### src/rtl/aes_key_sched_ctrl.sv
// Sequences the AES-128 key expander and stores round keys 0..10 for random-order reads.
// Latency: key handshake to keys_ready is 12 cycles; round-key reads return 1 cycle after request.
// Backpressure: key_ready is low during LOAD/EXPAND, so upstream holds key_valid/key_in until accepted.
module aes_key_sched_ctrl #(
   parameter int NR = 10
) (
   input  logic         CLK,
   input  logic         rst_n,
   input  logic         key_valid,
   output logic         key_ready,
   input  logic [127:0] key_in,
   output logic         exp_valid,
   output logic         exp_en,
   output logic [127:0] exp_key,
   input  logic [127:0] exp_rnd0,
   input  logic [127:0] exp_rndn,
   output logic         keys_ready,
   output logic         busy,
   input  logic         rk_rd_en,
   input  logic [3:0]   rk_addr,
   output logic [127:0] rk_data,
   output logic         rk_rd_valid
);

   typedef enum logic [1:0] {
      IDLE   = 2'd0,
      LOAD   = 2'd1,
      EXPAND = 2'd2,
      DONE   = 2'd3
   } state_t;

   localparam logic [3:0] LAST_RND = 4'(NR);

   state_t       state;
   state_t       state_nxt;
   logic [127:0] key_reg;
   logic [3:0]   rnd_cnt;
   logic [127:0] store [0:NR];
   logic         key_hs;

   assign key_hs  = key_valid && key_ready;
   assign exp_key = key_reg;

   // State register.
   always_ff @(posedge CLK) begin
      if (!rst_n) begin
         state <= IDLE;
      end else begin
         state <= state_nxt;
      end
   end

   // Next-state and strobe decode; exp_en stops once the last round is on exp_rndn.
   always_comb begin
      state_nxt  = state;
      key_ready  = 1'b0;
      keys_ready = 1'b0;
      busy       = 1'b0;
      exp_valid  = 1'b0;
      exp_en     = 1'b0;
      case (state)
         IDLE: begin
            key_ready = 1'b1;
            if (key_valid) begin
               state_nxt = LOAD;
            end
         end
         LOAD: begin
            busy      = 1'b1;
            exp_valid = 1'b1;
            state_nxt = EXPAND;
         end
         EXPAND: begin
            busy = 1'b1;
            if (rnd_cnt < LAST_RND) begin
               exp_en = 1'b1;
            end else begin
               state_nxt = DONE;
            end
         end
         DONE: begin
            key_ready  = 1'b1;
            keys_ready = 1'b1;
            if (key_valid) begin
               state_nxt = LOAD;
            end
         end
         default: begin
            state_nxt = IDLE;
         end
      endcase
   end

   // Key latch and round counter; the counter saturates at the last round.
   always_ff @(posedge CLK) begin
      if (!rst_n) begin
         key_reg <= '0;
         rnd_cnt <= '0;
      end else begin
         if (key_hs) begin
            key_reg <= key_in;
         end
         if (state == LOAD) begin
            rnd_cnt <= 4'd1;
         end else if ((state == EXPAND) && (rnd_cnt < LAST_RND)) begin
            rnd_cnt <= rnd_cnt + 4'd1;
         end
      end
   end

   // Round-key capture; contents are left alone by reset since reads are gated by keys_ready.
   always_ff @(posedge CLK) begin
      if (rst_n && (state == LOAD)) begin
         store[0] <= exp_rnd0;
      end
      if (rst_n && (state == EXPAND)) begin
         store[rnd_cnt] <= exp_rndn;
      end
   end

   // Registered read port; out-of-range indices return zero, reads before completion are dropped.
   always_ff @(posedge CLK) begin
      if (!rst_n) begin
         rk_rd_valid <= 1'b0;
         rk_data     <= '0;
      end else if (rk_rd_en && keys_ready) begin
         rk_rd_valid <= 1'b1;
         if (rk_addr <= LAST_RND) begin
            rk_data <= store[rk_addr];
         end else begin
            rk_data <= '0;
         end
      end else begin
         rk_rd_valid <= 1'b0;
      end
   end

endmodule

### config.mk
export PLATFORM = sky130hd
export DESIGN_NAME = aes_key_sched_ctrl
export DESIGN_NICKNAME = d
export VERILOG_FILES = /design/src/rtl/aes_key_sched_ctrl.sv
export SDC_FILE = /design/constraint.sdc
export NUM_CORES = 2
export LEC_CHECK = 0
export BUFFER_PORTS_ARGS = -buffer_cell sky130_fd_sc_hd__buf_2
export CAP_MARGIN = 20
export CELL_PAD_IN_SITES_DETAIL_PLACEMENT = 1
export CELL_PAD_IN_SITES_GLOBAL_PLACEMENT = 1
export CORE_UTILIZATION = 50
export DETAILED_ROUTE_END_ITERATION = 8
export PLACE_DENSITY_LB_ADDON = 0.2
export SLEW_MARGIN = 10
export SYNTH_ARGS = -nofsm -noshare
export SYNTH_HDL_FRONTEND = slang
export SYNTH_SLANG_ARGS = --single-unit
### constraint.sdc
create_clock -name CLK -period 18.1 [get_ports CLK]
set_input_delay 1.81 -clock CLK [delete_from_list [all_inputs] [get_ports CLK]]
set_output_delay 1.81 -clock CLK [all_outputs]
set_load 0.02 [all_outputs]
==> results.txt <==
Crit Path Max Fanout -> 105
Synth Net Count -> 4,215
Gr usage total -> 0.2717
Simple-Gate Fraction of Synth Area -> 0.02528
Synth Flop Type -> edfxtp_1
Largest net degree at the start of global routing -> 172
Site Rows -> 132
Worst-path clk slew -> 0.06 ns
CP startpoint kind -> input pin
Total number of vias -> 38.15k
Fin crit share -> 0.2558
Outcome -> completed
Post_cts resized -> 0
Multiplexer area fraction after synthesis -> 0.1165
Layout cells sized above 1 -> 0.3773
Cts hold-fix bufs -> 0
RePlAce Congestion -> 0.7681
Pre-CTS WS -> 12.71 ns
Die X -> 362.9 um
First-pass GRT wire length -> 264.4 mm
Sink Count -> 1,671
Boundary Pins -> 654
Fmax -> 216.0 MHz
Post-Syn Area -> 0.06513 sq mm
DRT antenna net count -> 0
Worst path arrival time -> 5.35 ns
Number of buffers created by CTS -> 173
FF+latch count, synth -> 1,671
Sequential share of the synthesized area -> 0.7300
Core Area -> 0.1293 sq mm
Slowest CP cell -> buf_4
Xor/xnor share of the synthesized area -> 0.0002690
Power Density -> 123.4 mW/mm^2
Static leakage -> 26.20 nW
CTS Buffer Depth -> 3
Setup violations, final -> 0
Synth area leaders -> edfxtp_1, mux2_2, dfxtp_1
Detailed placement HPWL -> 96.64 mm
Die area -> 0.1317 sq mm
Complex-gate fraction of the synthesized area -> 0.1052
Post CTS Setup Buffer Count -> 0
Layout area overhead -> 16.59%
Post-synthesis cell count -> 3,818
Syn_area_per_cell -> 17.06 sq um
Main combinational cell family by area after synthesis -> multiplexers
Die Height -> 362.9 um
Antenna violations before repair -> 17
GRT overflow -> 0
RSZ-0062 raised after global routing -> no
Final count of hold timing violations -> 0
Initial Utilization -> 0.5036
Final hold slack -> 0.4457 ns
Hold/Removal Path Class -> flip-flop to flip-flop
DRT Pass-1 Iters -> 5
Setup TNS -> 0 ns
Worst slew margin -> 0.2194
Clock latency on the worst-skew pair -> 0.79 ns
Port Buffers -> 653
Crit path cell chain -> buf_8, nor2_4, buf_4, buf_4, a31oi_1, o2111ai_1, a32o_1
Final WS setup -> 13.47 ns
CP max stage delay -> 0.91 ns
CP Capture Type -> flip-flop
Vias per cell -> 6.035
Max_cap viols -> 0
H-tree levels -> 4
Leading area contributor after synthesis -> edfxtp_1
Crit path kind -> input pin to flip-flop
Synth top area share -> 0.6492
Wirelength per Cell -> 28.74 um
Minimum clock period after layout -> 4.630 ns
Util after Layout -> 0.5872
EDFF count, synth -> 1,408
Count of cell types in the netlist -> 45
Filler cells -> 11.73k
DRC viols -> 0
CP dominant cell by count -> buf_4
Root Buffer Master -> clkbuf_16
Worst-Margin Slew -> 1.171 ns
Final Skew -> 0.02379 ns
Adder-Cell Fraction of Synth Area -> 0.0009606
Final wirelength -> 181.7 mm
Final #Nets -> 4,816
DR iter-0 viols -> 3,159
Vias in the first global route -> 40.81k
Slew Limit Fails -> 0
VDD IR-drop max -> 0.1073 mV
Req. time, crit path -> 18.82 ns
Ys async rst share -> 0
Syn. warnings -> 0
TritonCTS clock tree -> built
==> layer usage <==
| metal | share of wire | track usage |
|---|---|---|
| met5 | 0 | 0 |
| met4 | 0.031 | 0.1007 |
| met3 | 0.063 | 0.05020 |
| met2 | 0.51 | 0.4685 |
| met1 | 0.40 | 0.3408 |
==> critical path, delay by kind of cell <==
| kind | cells | cell delay, ns |
|---|---|---|
| buf+inv | 3 | 2.08 |
| simple gates | 1 | 0.65 |
| compound gates | 3 | 0.54 |
==> final cells by class <==
type | count | area (sq um) | share of cell area
antenna | 10 | 25.02 | 0.0003296
clock buffer | 242 | 5066 | 0.06672
clock inverter | 83 | 919.6 | 0.01211
inverter | 7 | 33.78 | 0.0004449
multi-input combinational | 1853 | 16300 | 0.2146
sequential | 1671 | 47550 | 0.6262
tap | 1742 | 2180 | 0.02870
timing repair buffer | 713 | 3865 | 0.05090
==> power breakdown <==
group	internal (mW)	total [mW]	switching, mW
Sequential	4.46	4.53	0.0705
Clock	2.22	3.72	1.50
Combinational	0.340	1.12	0.779
Total	7.02	9.37	2.35
==> registers in the layout, indices dropped and copies added, names as in the netlist <==
name,flops
rnd_cnt,4
state,2
rk_data,128
exp_key,128
rk_rd_valid,1
store,1408
==> synth_stat cells, types with 5 or more instances <==
cell type / n
a21oi_1: 134
a221o_1: 252
a221oi_1: 14
a221oi_2: 112
buf_1: 28
buf_2: 78
buf_6: 29
clkbuf_1: 152
dfxtp_1: 263
edfxtp_1: 1408
ha_1: 5
inv_1: 6
mux2_1: 31
mux2_2: 511
mux2_4: 96
nand2_1: 393
nor2_1: 14
o21ai_1: 126
o221ai_1: 126
==> kinds of logic after synthesis <==
family,Yosys count
adders and majority gates,5
xor gates and xnor gates,2
DFF,1671
AOI/OAI and AO/OA,779
muxes,641
buffers and inverters,294
and+or+nand+nor,426
==> cell usage in the layout (no fill, tap or decap), types with 3 or more instances in the layout <==
cell        Yosys  final
nand2_1       393    390
nor2_4          0      7
clkbuf_1      152     35
o221ai_1      126    126
edfxtp_1     1408   1408
clkinv_1        0     21
clkbuf_8        0     21
inv_6           0      3
mux2_1         31     31
clkinvlp_4      0      4
nor3_2          0      3
nor2_1         14      7
ha_1            5      5
a221oi_1       14     14
buf_8           0      3
clkbuf_16       0    186
buf_2          78    649
mux2_4         96     96
mux2_2        511    511
a221oi_2      112    112
bufinv_16       0     19
buf_12          0      7
nand2_4         0      3
dfxtp_1       263    263
diode_2         0     10
inv_1           6      5
o21ai_1       126    126
a221o_1       252    252
nand3_1         4      4
a21oi_1       134    133
clkinv_2        0     32
clkinv_4        0      3
buf_4           0     52
nand2b_1        4      3
==> per-stage QoR <==
stage / cell area (sq um) / total power [mW] / cells
6_report: 75930 / 9.368 / 6321
5_1_grt: 75930 / 9.651 / 6319
4_1_cts: 75860 / 9.433 / 6309
3_5_place_dp: 69870 / 5.735 / 5984
3_3_place_gp: 69870 / 5.698 / 5984
2_1_floorplan: 65130 / 5.313 / 3818
==> final timing paths <==
check / slack, ns / cells past startpoint / start / end
min: 0.45 / 2 / rk_data[127]$_SDFFE_PN0P_ / rk_data[127]$_SDFFE_PN0P_
max: 13.47 / 7 / rk_addr[1] / rk_data[31]$_SDFFE_PN0P_
max reg2reg: 14.27 / 8 / state[0]$_SDFFE_PN0P_ / store[10][53]$_DFFE_PP_
min reg2reg: 0.45 / 2 / rk_data[127]$_SDFFE_PN0P_ / rk_data[127]$_SDFFE_PN0P_
(Power assumes the default switching activity.)
